<file path="config.mk">
export PLATFORM = sky130hd
export DESIGN_NAME = lzc_dichotomy_pipe
export DESIGN_NICKNAME = d
export VERILOG_FILES = /design/src/rtl/lzc_dichotomy_pipe.sv
export SDC_FILE = /design/constraint.sdc
export NUM_CORES = 1
export LEC_CHECK = 0
export CAP_MARGIN = 20
export CORE_UTILIZATION = 50
export DETAILED_ROUTE_END_ITERATION = 16
export PLACE_DENSITY = 0.86
export SLEW_MARGIN = 20
export SYNTH_ARGS = -nofsm -noshare
export SYNTH_HDL_FRONTEND = slang
export SYNTH_SLANG_ARGS = --single-unit
</file>
<file path="constraint.sdc">
create_clock -name clk -period 9.6 [get_ports clk]
set_input_delay 2.88 -clock clk [delete_from_list [all_inputs] [get_ports clk]]
set_output_delay 2.88 -clock clk [all_outputs]
set_load 0.03 [all_outputs]
</file>
<file path="src/rtl/lzc_dichotomy_pipe.sv">
// Pipelined leading-zero/one counter built from an OR-reduce dichotomy tree.
// Tree levels are spread over PIPE_STAGES elastic register stages.
module lzc_dichotomy_pipe #(
    parameter int WIDTH       = 32,
    parameter int PIPE_STAGES = 2,
    parameter int TAG_W       = 4,
    parameter int CNT_W       = $clog2(WIDTH) + 1
) (
    input  logic             clk,
    input  logic             rst,
    input  logic             in_valid,
    output logic             in_ready,
    input  logic [WIDTH-1:0] in_data,
    input  logic             in_mode,
    input  logic [TAG_W-1:0] in_tag,
    output logic             out_valid,
    input  logic             out_ready,
    output logic [CNT_W-1:0] out_count,
    output logic             out_zero,
    output logic [TAG_W-1:0] out_tag
);

    localparam int LOG   = CNT_W - 1;
    localparam int P     = PIPE_STAGES;
    localparam int BASE  = LOG / P;
    localparam int EXTRA = LOG % P;

    logic [WIDTH-1:0] win_q  [P];
    logic [WIDTH-1:0] win_in [P];
    logic [WIDTH-1:0] win_d  [P];
    logic [LOG-1:0]   cnt_q  [P];
    logic [LOG-1:0]   cnt_in [P];
    logic [LOG-1:0]   cnt_d  [P];
    logic [TAG_W-1:0] tag_q  [P];
    logic [TAG_W-1:0] tag_in [P];
    logic [P-1:0]     vld_q;
    logic [P-1:0]     adv;
    logic [P-1:0]     load;
    logic [P:0]       go;

    // go[s]: stage s can take a word this cycle (empty or draining)
    always_comb begin
        adv   = '0;
        go    = '0;
        go[P] = out_ready;
        for (int s = P - 1; s >= 0; s--) begin
            adv[s] = vld_q[s] & go[s+1];
            go[s]  = ~vld_q[s] | adv[s];
        end
    end

    assign in_ready = ~rst & go[0];

    for (genvar s = 0; s < P; s++) begin : g_stage
        localparam int NL = BASE + ((s < EXTRA) ? 1 : 0);
        localparam int L0 = s * BASE + ((s < EXTRA) ? s : EXTRA);

        logic [WIDTH-1:0] w;
        logic [WIDTH-1:0] hi;
        logic [WIDTH-1:0] lo;
        logic [WIDTH-1:0] mask;
        logic [LOG-1:0]   c;
        int               half;

        if (s == 0) begin : g_entry
            assign win_in[s] = in_mode ? ~in_data : in_data;
            assign cnt_in[s] = '0;
            assign tag_in[s] = in_tag;
            assign load[s]   = in_valid & in_ready;
        end else begin : g_link
            assign win_in[s] = win_q[s-1];
            assign cnt_in[s] = cnt_q[s-1];
            assign tag_in[s] = tag_q[s-1];
            assign load[s]   = adv[s-1];
        end

        // Window lives in the low bits and halves at every level
        always_comb begin
            w    = win_in[s];
            c    = cnt_in[s];
            hi   = '0;
            lo   = '0;
            mask = '0;
            half = 0;
            for (int k = 1; k <= LOG; k++) begin
                if (k > L0 && k <= L0 + NL) begin
                    half = WIDTH >> k;
                    mask = (WIDTH'(1) << half) - WIDTH'(1);
                    hi   = (w >> half) & mask;
                    lo   = w & mask;
                    c    = c | (LOG'(hi == '0) << (LOG - k));
                    w    = (hi != '0) ? hi : lo;
                end
            end
            win_d[s] = w;
            cnt_d[s] = c;
        end
    end

    always_ff @(posedge clk) begin
        if (rst) begin
            vld_q <= '0;
            for (int s = 0; s < P; s++) begin
                win_q[s] <= '0;
                cnt_q[s] <= '0;
                tag_q[s] <= '0;
            end
        end else begin
            for (int s = 0; s < P; s++) begin
                vld_q[s] <= load[s] | (vld_q[s] & ~adv[s]);
                if (load[s]) begin
                    win_q[s] <= win_d[s];
                    cnt_q[s] <= cnt_d[s];
                    tag_q[s] <= tag_in[s];
                end
            end
        end
    end

    assign out_valid = vld_q[P-1];
    assign out_zero  = vld_q[P-1] & ~|win_q[P-1];
    assign out_count = out_zero ? CNT_W'(WIDTH) : {1'b0, cnt_q[P-1]};
    assign out_tag   = tag_q[P-1];

endmodule

</file>
==> impl_metrics.toml, run 1 <==
[critical_path]
cp-end-kind = "output pin"
cp_max_fo = 5
path_class = "input pin to output pin"
startpoint_type = "input pin"
arrival_ps = 4390
cp.required_ps = 6720
ff2ff_path_depth = 5

[power_and_ir_drop]
swShare_pct = 27.6
p_per_area_nw_per_um2 = 101
p_int_uw = 165
power_frac_seq_pct = 52.6
leakage_uw = 0.000763
clockPowerShare_pct = 18.4
irDropWorstVdd_mv = 0.0432
power_frac_comb_pct = 29.0
power_switching_uw = 62.9

[placed_design]
io_buffers = 53
placed_cells = 269
gp_congestion = 0.868
hpwl_um = 3260
placed_area_um2 = 2230

[die]
io_pins = 54
dieArea_um2 = 3600
initial_core_util_pct = 53.7
die_h_um = 60.0
die_w_um = 60.0
core_area_um2 = 3130
rows = 20

[cells_and_area]
final_cell_mix = "clkdlybuf4s50_1, edfxtp_1, and2_1, nor2_1, nand2_1"
layout.nets = 271
syn_to_final_growth_pct = 34.5
finish.instance_area_um2 = 2260
diodes = 0
finalNonFillerCells = 273
final_common_cell = "clkdlybuf4s50_1"
fill_cells = 247
drive_gt1_share_pct = 5.68

[cts]
clk_latency_ps = 300
htreeDepth = 1
cts_made_buffers = 3
cts_resized = 0
hold_buffers = 0
cts.path.max_buffers = 2
cts.sinks = 23
postCtsSetupBuffers = 0
path_clk_slew_ps = 120
cts_tree = "yes"
cts-root-buf = "clkbuf_4"

[sta]
whs_ps = 536
worst_slew_pin_slew_ps = 1030
final-hold-violation-count = 0
setup_tns_ps = 0
clock_skew_ps = 5.46
post-route-period-util_pct = 75.8
rsz0062_at_grt = "no"
fin_crit_ps = 7270
fmax_mhz = 137
slew_headroom_pct = 31.2
slew_viol_final = 0
final-setup-viol-count = 0

[detailed_routing]
drtIter0Drc = 63
drc = 0
drtAntennaViolNets = 0
first_pass_iters = 4
vias_per_cell = 5.96
wl_per_cell_um = 14.8
routed_wl_um = 4030
vias = 1627

[synth]
synth-main-ff-cell = "edfxtp_1"
synth-seq-cells = 23
syn_area_um2 = 1680
async_flop_share_pct = 0
syn_inst = 179
avgSynthCellArea_um2 = 9.39
synth_nets = 220
synth_seq_area_share_pct = 39.9
ys_types = 46
synth_warnings = 0
synth-edff-count = 21

[global_routing]
grt_util_all_layers_pct = 23.1
grt_first_pass_wirelength_um = 6190
antenna_found_initial = 0
overflow = 0
grt_max_degree = 33
grt_pass1_vias = 1512

[outcome]
status = "completed"

[hold_path]
whs_path_depth = 1
hp-class = "flop to flop"

[flow_run]
cap_violations = 0
==> cells by family after synthesis <==
group / after synthesis / share of synthesized area [%]
xor gates and xnor gates: 1 / 0.521
muxes: 12 / 7.22
DFF: 23 / 39.9
AOI/OAI and AO/OA: 52 / 22.7
and+or+nand+nor: 81 / 27.0
buffers and inverters: 10 / 2.68
==> routing by layer <==
layer  part of all wire (%)  wire length (um)  vias to the layer above  GRT usage [%]
met2                     55              2200                       66           44.8
met3                    4.6               186                        8           1.95
met4                    1.7                68                        0           13.6
met5                      0                 0                        -              0
li1                       -                 -                      804              -
met1                     39              1570                      749           23.6
==> per-stage QoR <==
step                      utilization [%]  setup WS, ps  power (uW)
after floorplan                         -          3200         154
after global placement               71.4          2400         186
after detailed placement             71.4          2320         188
after CTS                            72.2          2320         230
after global routing                 72.2          2250         238
final                                72.2          2330         228
==> synth_stat cells, drive strengths merged, types with 3 or more instances <==
library cell | count | area share [%]
edfxtp | 21 | 38
and2 | 16 | 6.0
nor2 | 13 | 2.9
nand2 | 12 | 2.7
o21ai | 12 | 3.6
mux2i | 11 | 6.6
nand3 | 9 | 2.7
a211oi | 7 | 3.4
nand4 | 6 | 3.1
or4 | 6 | 2.7
buf | 5 | 1.6
nor3 | 5 | 1.5
o21bai | 5 | 2.2
o22ai | 5 | 2.6
a21oi | 4 | 1.2
or3 | 4 | 1.5
inv | 3 | 0.67
or2 | 3 | 1.1
==> registers in the layout (all words and copies together), names as in the netlist <==
register,flops
win_q,5
vld_q,2
cnt_q,8
tag_q,8
==> layout make-up <==
| cell class | instances | area [um2] | share of cell area [%] |
|---|---|---|---|
| clock buffers | 3 | 22.5 | 0.997 |
| well taps | 44 | 55.1 | 2.44 |
| inverters | 3 | 11.3 | 0.498 |
| clock inverters | 1 | 5.00 | 0.221 |
| multi-input cells | 146 | 965 | 42.7 |
| repair buffers | 53 | 531 | 23.5 |
| flip-flops and latches | 23 | 671 | 29.7 |
==> power by group through the flow <==
| stage | Sequential, uW | Combinational (uW) | Clock [uW] |
|---|---|---|---|
| final | 120 | 66.2 | 41.9 |
| after global routing | 121 | 70.8 | 46.7 |
| after CTS | 120 | 65.9 | 44.0 |
| after detailed placement | 123 | 65.8 | 0 |
| after global placement | 122 | 63.7 | 0 |
| after floorplan | 125 | 28.8 | 0 |
==> path summary, 6_finish.rpt <==
path | startpoint | to | slack, ps
setup / recovery | out_ready | in_ready | 2330
hold / removal | cnt_q[0][3] | cnt_q[0][8] | 540
setup reg to reg | vld_q[1] | win_q[0][2] | 7780
hold reg to reg | cnt_q[0][3] | cnt_q[0][8] | 540
==> worst max-delay path, stage by stage <==
cell and delay (ps):
clkdlybuf4s50_1 470, nor2b_1 90, a21oi_1 240, clkdlybuf4s50_1 710
Note: power is estimated with default switching activity, not from simulation.
==> run 2: changes to the inputs <==
--- a/config.mk
+++ b/config.mk
@@ -6,9 +6,9 @@
 export NUM_CORES = 1
 export LEC_CHECK = 0
 export CAP_MARGIN = 20
-export CORE_UTILIZATION = 50
+export CORE_UTILIZATION = 46
 export DETAILED_ROUTE_END_ITERATION = 16
-export PLACE_DENSITY = 0.86
+export PLACE_DENSITY = 0.8
 export SLEW_MARGIN = 20
 export SYNTH_ARGS = -nofsm -noshare
 export SYNTH_HDL_FRONTEND = slang
==> constraint.sdc (replaced) <==
create_clock -name clk -period 6.92 [get_ports clk]
set_input_delay 2.076 -clock clk [delete_from_list [all_inputs] [get_ports clk]]
set_output_delay 2.076 -clock clk [all_outputs]
set_load 0.03 [all_outputs]
==> impl_metrics.toml, run 2 (same netlist as run 1, synthesis figures left out) <==
[critical_path]
startpoint_type = "input pin"
cp.required_ps = 7040
cp_slowest_cell = "clkdlybuf4s50_1"
ff2ff_path_depth = 5
cp-end-kind = "flop"
worstPathCellList = "clkdlybuf4s50_1 > or3_1 > o22ai_1 > and4_1 > a311oi_1 > a211oi_1 > o221ai_2 > o32ai_1"
path_class = "input pin to flop"
arrival_ps = 5850
slowest_delay_ps = 930
cp_max_fo = 32

[sta]
fin_crit_ps = 5730
final-setup-viol-count = 0
setup_tns_ps = 0
rsz0062_at_grt = "no"
worst_slew_pin_slew_ps = 994
fmax_mhz = 174
clock_skew_ps = 1.99
final-hold-violation-count = 0
post-route-period-util_pct = 82.9
slew_viol_final = 0
slew_headroom_pct = 33.6

[detailed_routing]
drtAntennaViolNets = 0
first_pass_iters = 4
vias_per_cell = 5.96
drtIter0Drc = 91
routed_wl_um = 4140
wl_per_cell_um = 15.1
drc = 0
vias = 1638

[global_routing]
grt_util_all_layers_pct = 21.0
antenna_found_initial = 0
overflow = 0
grt_pass1_vias = 1508
grt_max_degree = 33
grt_first_pass_wirelength_um = 6670

[die]
die_w_um = 62.4
rows = 21
dieArea_um2 = 3900
initial_core_util_pct = 49.2
io_pins = 54
core_area_um2 = 3420
die_h_um = 62.4

[flow_run]
cap_violations = 0

[placed_design]
hpwl_um = 3310
io_buffers = 53
gp_congestion = 0.929

[cells_and_area]
utilization_pct = 66.2
final_common_cell = "clkdlybuf4s50_1"
diodes = 0
final_cell_mix = "clkdlybuf4s50_1, edfxtp_1, and2_1, nor2_1, nand2_1"
reg_top3 = "cnt_q: 8 flops, tag_q: 8 flops, win_q: 5 flops"
drive_gt1_share_pct = 5.68
layout.nets = 271
syn_to_final_growth_pct = 34.6

[cts]
path_clk_slew_ps = 120
cts.sinks = 23
cts_resized = 0
cts.path.max_buffers = 2
hold_buffers = 0
postCtsSetupBuffers = 0
cts-root-buf = "clkbuf_4"
cts_tree = "yes"
htreeDepth = 1
clk_latency_ps = 300
cts_made_buffers = 3

[hold_path]
whs_path_depth = 1
hp-class = "flop to flop"

[outcome]
status = "completed"

[power_and_ir_drop]
irDropWorstVdd_mv = 0.0668
p_per_area_nw_per_um2 = 140
leakage_uw = 0.000763
[run 2: cell counts in the layout (fill, tap and decap cells not counted)]
Identical to the previous run, type by type.
[run 2: final timing paths]
path,from,endpoint,slack [ps]
hold / removal,cnt_q[0][2],cnt_q[0][7],540
hold reg to reg,cnt_q[0][2],cnt_q[0][7],540
setup / recovery,in_mode,win_q[0][2],1190
setup reg to reg,vld_q[1],win_q[0][2],5050
[run 2: report_power, final]
part	switching, uW	internal, uW
clock	36.9	21.5
combinational	47.0	44.6
sequential	3.63	163
total	87.5	229
[run 2: cell type report]
class	instances	area (um2)
flip-flops and latches	23	671
clock inverters	1	5.00
repair buffers	53	531
fillers	304	1150
multi-input cells	146	965
clock buffers	3	22.5
well taps	46	57.6
inverters	3	11.3
[run 2: stage by stage]
stage	setup WS, ps	hold slack (ps)	power [uW]	instances	instance area (um2)
after floorplan	2130	497	213	179	1680
after global placement	1150	503	258	271	2230
after detailed placement	945	507	261	271	2230
after CTS	1250	536	318	275	2260
after global routing	988	553	331	275	2260
final	1190	536	317	275	2260
[run 2: worst max-delay path, delay by kind of cell]
kind	cells	cell delay (ps)
buffers and inverters	1	930
and+or+nand+nor	2	1430
AOI/OAI and AO/OA	5	1420
[run 2: metal layers]
layer	track usage, %	vias up	routed length, um
met5	0	-	0
met4	7.85	0	31
met3	0.912	6	164
met2	38.7	67	2210
met1	25.7	758	1740
li1	-	807	-
==> run 3: changes to the inputs <==
--- a/config.mk
+++ b/config.mk
@@ -6,9 +6,9 @@
 export NUM_CORES = 1
 export LEC_CHECK = 0
 export CAP_MARGIN = 20
-export CORE_UTILIZATION = 46
+export CORE_UTILIZATION = 42
 export DETAILED_ROUTE_END_ITERATION = 16
-export PLACE_DENSITY = 0.8
+export PLACE_DENSITY = 0.77
 export SLEW_MARGIN = 20
 export SYNTH_ARGS = -nofsm -noshare
 export SYNTH_HDL_FRONTEND = slang
==> constraint.sdc (replaced) <==
create_clock -name clk -period 5.1 [get_ports clk]
set_input_delay 1.53 -clock clk [delete_from_list [all_inputs] [get_ports clk]]
set_output_delay 1.53 -clock clk [all_outputs]
set_load 0.03 [all_outputs]
==> impl_metrics.toml, run 3 (same netlist as run 1, synthesis figures left out) <==
[outcome]
status = "completed"

[cts]
cts_tree = "yes"
htreeDepth = 1
hold_buffers = 0
cts.sinks = 23
cts_made_buffers = 3
cts-root-buf = "clkbuf_8"
cts.path.max_buffers = 2
postCtsSetupBuffers = 0
cts_resized = 0
clk_latency_ps = 250
path_clk_slew_ps = 80

[cells_and_area]
diodes = 0
multi_input_area_um2 = 965
drive_gt1_share_pct = 7.30
regArea_um2 = 671
final_cell_mix = "clkdlybuf4s50_1, edfxtp_1, and2_1, nor2_1, nand2_1"
final_common_cell = "clkdlybuf4s50_1"
layout.nets = 275
reg_top3 = "cnt_q: 8 flops, tag_q: 8 flops, win_q: 5 flops"
fill_cells = 339
syn_to_final_growth_pct = 37.7

[placed_design]
io_buffers = 53
gp_congestion = 0.907
hpwl_um = 3240

[global_routing]
grt_max_degree = 14
antenna_found_initial = 0
overflow = 0
grt_first_pass_wirelength_um = 6520
grt_util_all_layers_pct = 19.5
grt_pass1_vias = 1454

[die]
initial_core_util_pct = 44.9
core_area_um2 = 3740
io_pins = 54
die_w_um = 65.3
die_h_um = 65.3
dieArea_um2 = 4260
rows = 22

[sta]
setup_tns_ps = 0
fin_crit_ps = 4530
worst_slew_pin_slew_ps = 805
rsz0062_at_grt = "no"
slew_headroom_pct = 46.2
fmax_mhz = 221
final-setup-viol-count = 0
clock_skew_ps = 3.85
final-hold-violation-count = 0
post-route-period-util_pct = 88.8
whs_ps = 522
slew_viol_final = 0

[critical_path]
arrival_ps = 3000
cp.required_ps = 3570
r2r_slack_ps = 3320
startpoint_type = "input pin"
cp_max_fo = 5
rr_startpoint = "vld_q[1]"
cp-end-kind = "output pin"
crit_start = "out_ready"
path_class = "input pin to output pin"

[detailed_routing]
wl_per_cell_um = 14.0
drc = 0
drtAntennaViolNets = 0
first_pass_iters = 4
routed_wl_um = 3930
drtIter0Drc = 60
vias = 1621
vias_per_cell = 5.77

[power_and_ir_drop]
irDropWorstVdd_mv = 0.108
p_per_area_nw_per_um2 = 197
leakage_uw = 0.000791

[hold_path]
worstHoldStart = "cnt_q[0][2]"
hp-class = "flop to flop"

[flow_run]
cap_violations = 0
[run 3: cell count changes in the layout (fill, tap and decap cells not counted), sizes merged]
| cell | change |
|---|---|
| buf | +4 |
[run 3: layer usage]
| metal | GRT usage, % | routed length [um] | vias up |
|---|---|---|---|
| li1 | - | - | 816 |
| met1 | 23.7 | 1710 | 749 |
| met2 | 36.1 | 2030 | 54 |
| met3 | 2.08 | 165 | 2 |
| met4 | 5.43 | 23 | 0 |
| met5 | 0 | 0 | - |
[run 3: path summary, 6_finish.rpt]
check,to,cells past startpoint
setup / recovery,in_ready,4
hold / removal,cnt_q[0][7],1
setup reg to reg,win_q[0][0],5
hold reg to reg,cnt_q[0][7],1
[run 3: layout make-up]
class,count,area share (%)
clock buffers,3,1.78
inverters,3,0.487
clock inverters,1,0.216
well taps,48,2.60
flip-flops and latches,23,29.0
repair buffers,57,24.2
multi-input cells,146,41.7
[run 3: per-stage QoR]
| stage | power, uW | std cells | instance area (um2) | setup WS [ps] | util [%] |
|---|---|---|---|---|---|
| finish | 456 | 281 | 2310 | 573 | 61.8 |
| global route | 478 | 281 | 2310 | 476 | 61.8 |
| CTS | 458 | 281 | 2310 | 571 | 61.8 |
| detailed placement | 354 | 277 | 2270 | 538 | 60.6 |
| global placement | 352 | 277 | 2270 | 580 | 60.6 |
| floorplan | 289 | 179 | 1680 | 1350 | - |
[run 3: critical path, stage by stage]
cell and delay, ps:
clkdlybuf4s50_1 450, nor2b_1 80, a21oi_1 230, clkdlybuf4s50_1 700
[run 3: power by group]
group | switching, uW | leakage [uW] | total [uW] | internal, uW
Combinational | 62.8 | 0.000523 | 124 | 61.4
Sequential | 4.53 | 0.000243 | 226 | 221
Clock | 51.3 | 0.0000255 | 106 | 54.3
